<file path="config.mk">
export PLATFORM = sky130hd
export DESIGN_NAME = load_store_unit
export DESIGN_NICKNAME = d
export VERILOG_FILES = /design/src/rtl/load_store_unit.sv
export SDC_FILE = /design/constraint.sdc
export NUM_CORES = 1
export LEC_CHECK = 0
export ABC_AREA = 1
export BUFFER_PORTS_ARGS = -buffer_cell sky130_fd_sc_hd__buf_4
export CAP_MARGIN = 10
export CORE_ASPECT_RATIO = 1.75
export CORE_UTILIZATION = 46
export CTS_BUF_LIST = sky130_fd_sc_hd__clkbuf_8
export DETAILED_ROUTE_END_ITERATION = 10
export GPL_ROUTABILITY_DRIVEN = 0
export GPL_TIMING_DRIVEN = 1
export PLACE_DENSITY_LB_ADDON = 0.15
export SYNTH_ARGS = -nofsm -noshare
export SYNTH_HDL_FRONTEND = slang
export SYNTH_SLANG_ARGS = --single-unit
</file>
<file path="constraint.sdc">
create_clock -name clk -period 5.7 [get_ports clk]
set_input_delay 0.57 -clock clk [delete_from_list [all_inputs] [get_ports clk]]
set_output_delay 0.57 -clock clk [all_outputs]
set_load 0.01 [all_outputs]
</file>
<file path="src/rtl/load_store_unit.sv">
// load_store_unit: single-outstanding load/store initiator for a word-addressed data memory.
// Handles byte/half/word access with extension, does read-modify-write for sub-word stores, and rejects bad requests.
module load_store_unit #(
    parameter int unsigned MEM_WORDS = 4096
) (
    input  logic        clk,
    input  logic        reset,
    input  logic        req_valid,
    output logic        req_ready,
    input  logic        req_write,
    input  logic [1:0]  req_size,
    input  logic        req_unsigned,
    input  logic [31:0] req_addr,
    input  logic [31:0] req_wdata,
    output logic        resp_valid,
    output logic [31:0] resp_rdata,
    output logic        resp_error,
    output logic [31:0] mem_addr,
    output logic [31:0] mem_write_data,
    output logic        mem_write_enable,
    input  logic [31:0] mem_read_data
);
    typedef enum logic [1:0] {IDLE, READ, WRITE, RESP} state_t;
    state_t state, state_next;
    logic [1:0] offset, size;
    logic write, zext, accept, bad;
    logic [4:0] shift;
    logic [7:0] lane_b;
    logic [15:0] lane_h;
    logic [31:0] load_val, mask, merged;

    always_ff @(posedge clk or posedge reset)
        if (reset) state <= IDLE;
        else state <= state_next;

    always_comb begin
        req_ready = state == IDLE;
        resp_valid = state == RESP;
        mem_write_enable = state == WRITE;
        accept = req_valid && req_ready;
        bad = req_size == 2'b11 || (req_size == 2'b01 && req_addr[0]) ||
              (req_size == 2'b10 && req_addr[1:0] != 2'b00) || {2'b00, req_addr[31:2]} >= MEM_WORDS;
        state_next = state;
        if (accept) state_next = bad ? RESP : (req_write && req_size == 2'b10) ? WRITE : READ;
        else if (state == READ) state_next = write ? WRITE : RESP;
        else if (state == WRITE) state_next = RESP;
        else if (state == RESP) state_next = IDLE;
    end

    // mem_write_data still holds the right-aligned store data while in READ, so it feeds the merge
    always_comb begin
        shift = {offset, 3'b000};
        lane_b = 8'(mem_read_data >> shift);
        lane_h = offset[1] ? mem_read_data[31:16] : mem_read_data[15:0];
        load_val = size == 2'b00 ? {{24{~zext & lane_b[7]}}, lane_b} :
                   size == 2'b01 ? {{16{~zext & lane_h[15]}}, lane_h} : mem_read_data;
        mask = (size == 2'b00 ? 32'h0000_00ff : 32'h0000_ffff) << shift;
        merged = (mem_read_data & ~mask) | ((mem_write_data << shift) & mask);
    end

    always_ff @(posedge clk or posedge reset)
        if (reset) begin
            offset <= '0;
            size <= '0;
            write <= 1'b0;
            zext <= 1'b0;
            mem_addr <= '0;
            mem_write_data <= '0;
            resp_rdata <= '0;
            resp_error <= 1'b0;
        end else begin
            if (accept) begin
                offset <= req_addr[1:0];
                size <= req_size;
                write <= req_write;
                zext <= req_unsigned;
                if (bad) begin
                    resp_error <= 1'b1;
                    resp_rdata <= '0;
                end else begin
                    mem_addr <= {req_addr[31:2], 2'b00};
                    if (req_write) mem_write_data <= req_wdata;
                end
            end
            if (state == READ) begin
                if (write) mem_write_data <= merged;
                else begin
                    resp_rdata <= load_val;
                    resp_error <= 1'b0;
                end
            end
            if (state == WRITE) begin
                resp_rdata <= '0;
                resp_error <= 1'b0;
            end
        end
endmodule

</file>
; ---- Word level (Yosys, flattened, before mapping)
; Index checks and enable logic that the tools add are counted.
[word_totals]
register_bits = 103
in_bits = 103
word_cells = 66
output_inout_bits = 100
[classes]
bitwise = 8
n_mux = 26
eq_ne = 7
order_cmp = 1
reduce_logical = 12
shifts = 3
[op_table]
columns = op, n
row1 = $mux W32, 12
row2 = $and A32 B32 Y32, 2
row3 = $mux W16, 2
row4 = $not A32 Y32, 1
row5 = $or A32 B32 Y32, 1
row6 = $shl A16 B5 Y32, 1
row7 = $shl A32 B5 Y32, 1
row8 = $shr A32 B5 Y8, 1
row9 = $ge A30 B13 Y1 const B, 1
row10 = $mux W2, 6
row11 = $eq A2 B2 Y1 const B, 4
row12 = $eq A2 B1 Y1 const B, 3
row13 = $mux W1, 6
row14 = $logic_and A1 B1 Y1, 4
row15 = $logic_not A2 Y1, 2
row16 = $reduce_bool A4 Y1, 1
row17 = $logic_or A1 B1 Y1, 3
row18 = $and A1 B1 Y1, 2
row19 = $not A1 Y1, 2
row20 = $reduce_and A2 Y1, 1
row21 = $reduce_bool A2 Y1, 1

; ---- Logic depth before layout (Yosys ltp)
; Gate-level depths: netlist of the first run.
[logic_depth]
depth_word = 10
ltp_mapped = 11

; ---- Worst setup path before layout of the first run
; No wires, ideal clock.
[synth_timing]
path_kind = register -> register
startpoint = reg state[0]
endpoint = reg (tool-made name)
arrival_time_ns = 1.523
setup_time_ns = 0.121
slack_ns = 4.055
synth_period_minus_slack_ns = 1.645
stages_incl_launch_ff = 9
path_cell_list = dfrtp_1 inv_1 ha_1 nand2_1 nor2_1 buf_2 nand3_1 nand3_1 nand2_1
[synth_rtl]
columns = element, line_no
row1 = "start, declared", 24  ; state_t state, state_next;
row2 = "start signal, assigned", 34  ; else state <= state_next;

; ---- Worst setup path in the final report of the first run
[layout_timing]
startpoint = reg state[0]
endpoint = reg resp_rdata[10]
[layout_via]
elab_chain_len = 6
elab_cells_between_ends = 8
classes_between = eq/ne (2) / mux (4) / reduce/logical (2)
[layout_lines]
columns = element, line_no
row1 = $logic_not A2 Y1, 37  ; req_ready = state == IDLE;
row2 = $logic_and A1 B1 Y1, 40  ; accept = req_valid && req_ready;
row3 = $mux W32, 72  ; if (accept) begin
row4 = $mux W32, 86  ; if (write) mem_write_data <= merged;
row5 = $mux W32, 85  ; if (state == READ) begin
row6 = $mux W32 (*), 92  ; if (state == WRITE) begin
row7 = "end signal, assigned", 88  ; resp_rdata <= load_val;
row8 = "end, declared", 16  ; output logic [31:0] resp_rdata,
; Every way passes the cells marked *; elsewhere a longest branch is shown, timed or not.
; A chain may end at the register's enable or synchronous reset.

==> results.md, run 1 <==
* Post-CTS resize count at 0
* Final WL at 17800 microns
* R2R Setup Slk at 3.22 ns
* Reg power frac at 31.4%
* RSZ-0062 raised after global routing: no
* Sw Pwr at 0.00172 W
* Layout cell share with drive strength beyond 1 at 22.6%
* DRT Pass-1 Iters at 5
* Nets at 1170
* Antenna fix cells at 0
* Post-Syn Area at 6170 sq um
* Total Routing Usage GR at 26.2%
* Synth Instances at 900
* Port Buffers at 200
* Clock sink count at 103
* Min Tclk post-route at 2.48 ns
* Total CTS buffers at 9
* Hold WS at 0.262 ns
* Die area at 13900 sq um
* Clock Root Buffer: clkbuf_8
* Required @ worst endpoint at 5.99 ns
* Total I/O pin count at 203
* Synthesized area per cell at 6.85 sq um
* CP Capture Type: flip-flop
* Power Density at 465 nW/um^2
* RR Startpoint: state[0]
* Global-route wire length before repair at 28100 microns
* Post-CTS setup buffers at 0
* Drt wl/cell at 14.3 microns
* H-Tree Depth at 3
* Worst vdd ir at 215 uV
* Status: completed
* Clk network pwr share at 12.2%
* Hold buffers post-CTS at 0
* Sequential fraction of the synthesis area at 41.8%
* Final hold viol count at 0
* DIE HEIGHT at 155 microns
* Place WS at 2.91 ns
* Layout Skew at 0.0162 ns
* Hold Path Class: primary input to asynchronous set/reset pin
* Max-cap violations at 0
* Setup TNS at 0 ns
* Post-route clock period utilization at 43.5%
* Most common cell after layout, fill and taps aside: nand2_1
* Sw Share at 47.5%
* Worst Path Max Fanout at 32
* Num rows at 55
* Clk buf depth at 2
* Int Pwr at 0.00191 W
* Final worst setup slack at 3.22 ns
* Initial antenna violation count at 0
* Combinational share of power at 56.5%
* Worst skew pair latency at 0.38 ns
* Post-Place Cells at 1223
* Initial core utilization at 47.4%
* Synth cell types at 31
* DRC viols at 0
* Core ar. at 13000 sq um
* Crit path kind: flip-flop to flip-flop
* Rel. slew slack at 27.5%
* Finished Layout Cells at 1239
* Initial DRC count at 401
* GRT overflow at 0
* Remaining antenna violation count at 0
* Critical R2R Capture: resp_rdata[10]
* F_max at 0.403 GHz
* Most frequent cells in the layout: nand2_1 (265), buf_4 (205), inv_1 (115)
* Worst Tran Pin Value at 1.08 ns
* Placement Cell Area at 7620 sq um
* R2R cell count at 7
* DR vias at 6172
* Setup Viol. Count Final at 0
* Vias in the first global route at 5741
* Ys Warns at 0
* Chip Width at 89.5 microns
* Final design area excluding fillers at 7800 sq um
* Critical path launch point type: flip-flop
* Critical path arrival at 2.77 ns
* Largest net degree at the start of global routing at 56
* Yosys reg bits at 103
* Worst-path clk slew at 0.11 ns
* Pleak at 4.47 nW
* CTS tree: built
* Hpwl dp at 13400 microns
* Pins Over Slew Limit at 0
* Via/cell ratio at 4.98
* Area delta synth->final at 26.4%
==> worst max-delay path, stage by stage, from the launching register on <==
cell and delay (ns):
dfrtp_1 0.42, inv_1 0.08, ha_1 0.23, nand2_1 0.25
inv_1 0.20, nand2_1 0.83, nand2_1 0.14, o21ai_0 0.22
==> cell type report <==
type                       count  area, sq um
fill                        1268         5210
multi-input combinational    622         2820
sequential                   103         2580
timing repair buffer         205         1540
inverter                     122          463
tap                          171          214
clock buffer                   9          124
clock inverter                 7         55.1
==> metal layers <==
| metal | track usage (%) | up-vias | wire length [microns] |
|---|---|---|---|
| met2 | 46.9 | 205 | 9150 |
| met4 | 9.83 | 0 | 546 |
| met1 | 30.5 | 2781 | 7050 |
| met5 | 0 | - | 0 |
| met3 | 4.40 | 28 | 1000 |
| li1 | - | 3158 | - |
==> cells by family (layout without fill, tap and decap cells) <==
kind of cell	count (synthesis)	after routing	synth area share (%)
adders and majority gates	4	4	0.812
buffers and inverters	176	343	12.5
DFF	103	103	41.8
other	1	2	0.0608
AOI/OAI and AO/OA	154	154	14.0
and+or+nand+nor	462	462	30.8
==> synth_stat cells, drive strengths merged <==
master | instances | area [sq um]
nand3 | 104 | 531
ha | 4 | 50.1
nor2 | 88 | 340
o31ai | 1 | 12.5
o21ai | 61 | 309
nor4 | 1 | 6.26
a21oi | 67 | 362
o211ai | 17 | 128
o22ai | 7 | 43.8
buf | 43 | 269
conb | 1 | 3.75
inv | 122 | 460
dfrtp | 103 | 2580
clkbuf | 11 | 41.3
o21bai | 1 | 7.51
nand2 | 268 | 1020
nand4 | 1 | 6.26
==> stage by stage <==
stage | power [W] | util (%)
floorplan | 0.00254 | -
CTS | 0.00365 | 59.9
finish | 0.00363 | 59.9
detailed placement | 0.00320 | 58.6
global placement | 0.00317 | 58.6
global route | 0.00396 | 59.9
==> how the worst max path moves through the flow <==
stage / start / depth (start not counted) / end / slack (ns)
after floorplan: reset / 1 / asynchronous set/reset pin / 2.43
after global placement: req_addr[21] / 10 / mem_addr[2] / 2.95
after detailed placement: req_addr[21] / 10 / mem_addr[11] / 2.91
after CTS: state[0] / 7 / resp_rdata[10] / 3.20
after global routing: state[0] / 7 / resp_rdata[10] / 2.95
final: state[0] / 7 / resp_rdata[10] / 3.22
==> power by group through the flow <==
stage | logic (W) | clock network (W) | registers [W]
after global routing | 0.00232 | 0.000473 | 0.00117
final | 0.00205 | 0.000442 | 0.00114
after CTS | 0.00206 | 0.000452 | 0.00114
after floorplan | 0.00134 | 0 | 0.00120
after global placement | 0.00203 | 0 | 0.00115
after detailed placement | 0.00205 | 0 | 0.00115
Note: power is estimated with default switching activity, not from simulation.
==> run 2, diff against run 1 <==
==> constraint.sdc (replaced) <==
create_clock -name clk -period 2.3 [get_ports clk]
set_input_delay 0.23 -clock clk [delete_from_list [all_inputs] [get_ports clk]]
set_output_delay 0.23 -clock clk [all_outputs]
set_load 0.01 [all_outputs]
==> results.md, run 2 (synthesis results as in run 1) <==
* Chip Width at 89.5 microns
* Hold worst-path end: mem_addr[8]
* Setup Viol. Count Final at 0
* Layout Skew at 0.0184 ns
* Via/cell ratio at 5.04
* Pins Over Slew Limit at 0
* Global-route wire length before repair at 29800 microns
* CP max stage delay at 0.44 ns
* RR Startpoint: state[0]
* Final WL at 18500 microns
* Total Routing Usage GR at 27.9%
* CTS tree: built
* Power Density at 1160 nW/um^2
* Drt wl/cell at 14.7 microns
* Most common cell after layout, fill and taps aside: nand2_1
* Remaining antenna violation count at 0
* Rel. slew slack at 65.5%
* Multi-input logic area at 2820 sq um
* Worst vdd ir at 502 uV
* Critical path launch point type: flip-flop
* DRT Pass-1 Iters at 6
* Final Power at 0.00928 W
* Filler cell count at 1299
* Min-Delay Path Depth at 3
* Hold WS at 0.0464 ns
* GRT overflow at 0
* Post-CTS setup buffers at 0
* DR vias at 6348
* Clock sink count at 103
* Reg power frac at 30.3%
* Initial core utilization at 47.4%
* Setup TNS at 0 ns
* Start point of the critical path: state[0]
* Required @ worst endpoint at 2.56 ns
* Worst Path Max Fanout at 33
* Clk network pwr share at 12.0%
* Sw Pwr at 0.00432 W
* Int Pwr at 0.00495 W
* DIE HEIGHT at 155 microns
* Port Buffers at 200
* Post-route clock period utilization at 84.2%
* Final design area excluding fillers at 8000 sq um
* Worst Tran Pin Value at 0.516 ns
* Die area at 13900 sq um
* Critical path arrival at 2.20 ns
* Placement Cell Area at 7810 sq um
* Worst skew pair latency at 0.38 ns
* Min Tclk post-route at 1.94 ns
* Critical R2R Capture: mem_write_data[15]
* Area delta synth->final at 29.8%
* RSZ-0062 raised after global routing: no
* Layout cell share with drive strength beyond 1 at 23.8%
* Status: completed
* Hpwl dp at 14200 microns
* Max-cap violations at 0
* Nets at 1190
* Total CTS buffers at 9
* Clock Root Buffer: clkbuf_8
* H-Tree Depth at 3
* Core ar. at 13000 sq um
* CP Capture Type: flip-flop
* F_max at 0.517 GHz
* Most frequent cells in the layout: nand2_1 (265), buf_4 (220), inv_1 (116)
* Crit-path cells: inv_1 -> ha_1 -> nand2_1 -> nor2_2 -> buf_4 -> nand3_1 -> nand3_1 -> nand2_1
* Finished Layout Cells at 1259
* Antenna fix cells at 0
* Crit path kind: flip-flop to flip-flop
* Worst-path clk slew at 0.11 ns
* HP Start: req_addr[8]
* Num rows at 55
* DRC viols at 0
* R2R Setup Slk at 0.36 ns
* R2R cell count at 8
* Vias in the first global route at 6135
* Total I/O pin count at 203
* Crit path max-delay cell type: dfrtp_1
* FF/Latch Area at 2580 sq um
* Pleak at 4.58 nW
* Combinational share of power at 57.7%
* Hold Path Class: primary input to flip-flop
* Post-Place Cells at 1242
* Initial DRC count at 412
* Final hold viol count at 0
* Initial antenna violation count at 0
* Sw Share at 46.6%
* Largest net degree at the start of global routing at 50
* Clk buf depth at 2
==> run 2: worst max-delay path by stage <==
stage / endpoint
2_1_floorplan: flip-flop
3_3_place_gp: state[1]
3_5_place_dp: mem_addr[3]
4_1_cts: mem_addr[3]
5_1_grt: mem_addr[4]
6_report: mem_write_data[15]
==> run 2: through the flow <==
stage	setup WS, ns	util, %
floorplan	0.655	-
global placement	0.384	60.1
finish	0.364	61.5
CTS	0.354	61.5
global route	0.119	61.5
detailed placement	0.393	60.1
==> run 2: what timing repair did <==
action / in CTS / in global routing
endpoints found under the hold margin: 10 / 0
resized for setup: 0 / 0
hold buffers: 1 / 0
endpoints found under the setup margin: 0 / 0
==> run 2: routing by layer <==
layer / wire length (microns) / up-vias / GRT usage (%) / part of all wire (%)
met2: 9560 / 214 / 47.9 / 52
met1: 7080 / 2890 / 32.2 / 38
li1: - / 3194 / - / -
met3: 1090 / 50 / 5.41 / 5.9
met5: 0 / - / 0 / 0
met4: 818 / 0 / 14.3 / 4.4
==> run 2: power by group through the flow <==
| stage | Combinational (W) | Clock (W) | Sequential (W) |
|---|---|---|---|
| floorplan | 0.00331 | 0 | 0.00297 |
| global placement | 0.00527 | 0 | 0.00284 |
| detailed placement | 0.00536 | 0 | 0.00284 |
| CTS | 0.00537 | 0.00114 | 0.00281 |
| global route | 0.00607 | 0.00119 | 0.00289 |
| finish | 0.00535 | 0.00111 | 0.00281 |
==> run 2: final cells by class <==
cell class                 count  area share, %
tap                          171           2.67
multi-input combinational    622           35.3
clock buffer                  10           1.72
clock inverter                 6          0.563
timing repair buffer         225           21.8
sequential                   103           32.2
inverter                     122           5.80
==> run 2: critical path, delay by kind of cell, from the launching register on <==
family / cells / cell delay, ns
fa+ha+maj: 1 / 0.17
simple gates: 5 / 0.75
flops: 1 / 0.44
buf+inv: 2 / 0.45
==> run 3, diff against run 2 <==
==> constraint.sdc (replaced) <==
create_clock -name clk -period 1.85 [get_ports clk]
set_input_delay 0.185 -clock clk [delete_from_list [all_inputs] [get_ports clk]]
set_output_delay 0.185 -clock clk [all_outputs]
set_load 0.01 [all_outputs]
==> results.md, run 3 (synthesis results as in run 1) <==
* Status: completed
* Nets at 1209
* Via/cell ratio at 5.06
* DR vias at 6465
* Total CTS buffers at 9
* Remaining antenna violation count at 0
* Drt wl/cell at 14.7 microns
* Hold Path Class: primary input to flip-flop
* Clock sink count at 103
* Most frequent cells in the layout: nand2_1 (265), buf_4 (226), inv_1 (114)
* Largest net degree at the start of global routing at 104
* Combinational share of power at 57.5%
* Power Density at 1460 nW/um^2
* Layout Skew at 0.0137 ns
* Critical path arrival at 1.97 ns
* Sw Share at 45.3%
* Hold WS at 0.0152 ns
* Pleak at 4.70 nW
* Total I/O pin count at 203
* Die area at 13900 sq um
* R2R cell count at 8
* Finished Layout Cells at 1278
* Setup TNS at 0 ns
* Initial core utilization at 47.4%
* Clock Root Buffer: clkbuf_8
* Worst vdd ir at 686 uV
* Total Routing Usage GR at 28.5%
* R2R Setup Slk at 0.14 ns
* Required @ worst endpoint at 2.11 ns
* Num rows at 55
* F_max at 0.584 GHz
* Final hold viol count at 0
* Hold worst-path end: mem_addr[6]
* Reg power frac at 28.9%
* CTS tree: built
* Worst skew pair latency at 0.38 ns
* Antenna fix cells at 0
* DRT Pass-1 Iters at 5
* Layout cell share with drive strength beyond 1 at 24.4%
* Chip Width at 89.5 microns
* Initial DRC count at 467
* Pins Over Slew Limit at 0
* Sw Pwr at 0.00546 W
* H-Tree Depth at 3
* Min-Delay Path Depth at 3
* Post-route clock period utilization at 92.6%
* Most common cell after layout, fill and taps aside: nand2_1
* Setup Viol. Count Final at 0
* Worst-path clk slew at 0.10 ns
* GRT overflow at 0
* DRC viols at 0
* Critical R2R Capture: state[1]
* Core ar. at 13000 sq um
* Worst Tran Pin Value at 0.582 ns
* Global-route wire length before repair at 30400 microns
* HP Start: req_addr[6]
* Max-cap violations at 0
* Vias in the first global route at 6225
* Initial antenna violation count at 0
* Int Pwr at 0.00659 W
* Hpwl dp at 14300 microns
* Port Buffers at 200
* Worst Path Max Fanout at 7
* RR Startpoint: state[0]
* Area delta synth->final at 33.9%
* Rel. slew slack at 61.2%
* CP Capture Type: flip-flop
* RSZ-0062 raised after global routing: no
* Clk buf depth at 2
* Final WL at 18800 microns
* Critical path launch point type: flip-flop
* Crit path kind: flip-flop to flip-flop
* Min Tclk post-route at 1.71 ns
* Clk network pwr share at 13.6%
* DIE HEIGHT at 155 microns
* Post-Place Cells at 1251
-- run 3: cell types whose count changed in the layout (fill, tap and decap cells not counted), sizes merged --
cell         delta
inv             -1
bufinv          +2
dlygate4sd3    +10
clkinvlp        -1
buf             +9
-- run 3: worst max-delay path by stage --
| stage | from | end | slack (ns) | depth (start not counted) |
|---|---|---|---|---|
| after CTS | state[0] | state[1] | 0.11 | 8 |
| after floorplan | state[0] | flip-flop | 0.21 | 8 |
| final | state[0] | state[1] | 0.14 | 8 |
| after global routing | state[0] | state[1] | 0.03 | 8 |
| after global placement | state[0] | state[1] | 0.20 | 8 |
| after detailed placement | state[0] | state[1] | 0.14 | 8 |
-- run 3: repair_timing --
item,CTS,global route
endpoints found under the setup margin,0,2
hold buffers,11,0
gates resized for setup,0,1
endpoints found under the hold margin,54,0
buffers inserted,0,0
-- run 3: stage by stage --
stage	instance area (sq um)	setup WS [ns]	power (W)	utilization, %
global route	8250	0.0288	0.0131	63.5
global placement	7920	0.203	0.0103	60.9
detailed placement	7920	0.140	0.0104	60.9
CTS	8250	0.114	0.0121	63.5
finish	8250	0.138	0.0120	63.5
floorplan	6170	0.205	0.00782	-
-- run 3: area by class of cell --
cell class / instances / area, sq um
Timing Repair Buffer: 244 / 1950
Fill cell: 1248 / 4750
Sequential cell: 103 / 2580
Multi-Input combinational cell: 622 / 2820
Tap cell: 171 / 214
Inverter: 122 / 464
Clock buffer: 10 / 138
Clock inverter: 6 / 90.1
-- run 3: critical path, stage by stage, from the launching register on --
cell and delay (ns):
dfrtp_1 0.42, inv_1 0.09, ha_1 0.22, nand2_1 0.12
inv_2 0.10, nor4_1 0.42, nor2_1 0.07, o21ai_0 0.09
nand2_1 0.07
-- run 3: layer usage --
metal | share of wire [%] | global-route usage [%]
met1 | 37 | 32.4
met2 | 52 | 49.6
met3 | 6.1 | 5.04
met4 | 4.8 | 15.1
met5 | 0 | 0
-- run 3: power by group through the flow --
stage	sequential [W]	combinational, W	clock, W
floorplan	0.00369	0.00412	0
global placement	0.00351	0.00680	0
detailed placement	0.00352	0.00688	0
CTS	0.00348	0.00693	0.00167
global route	0.00358	0.00781	0.00175
finish	0.00348	0.00693	0.00164
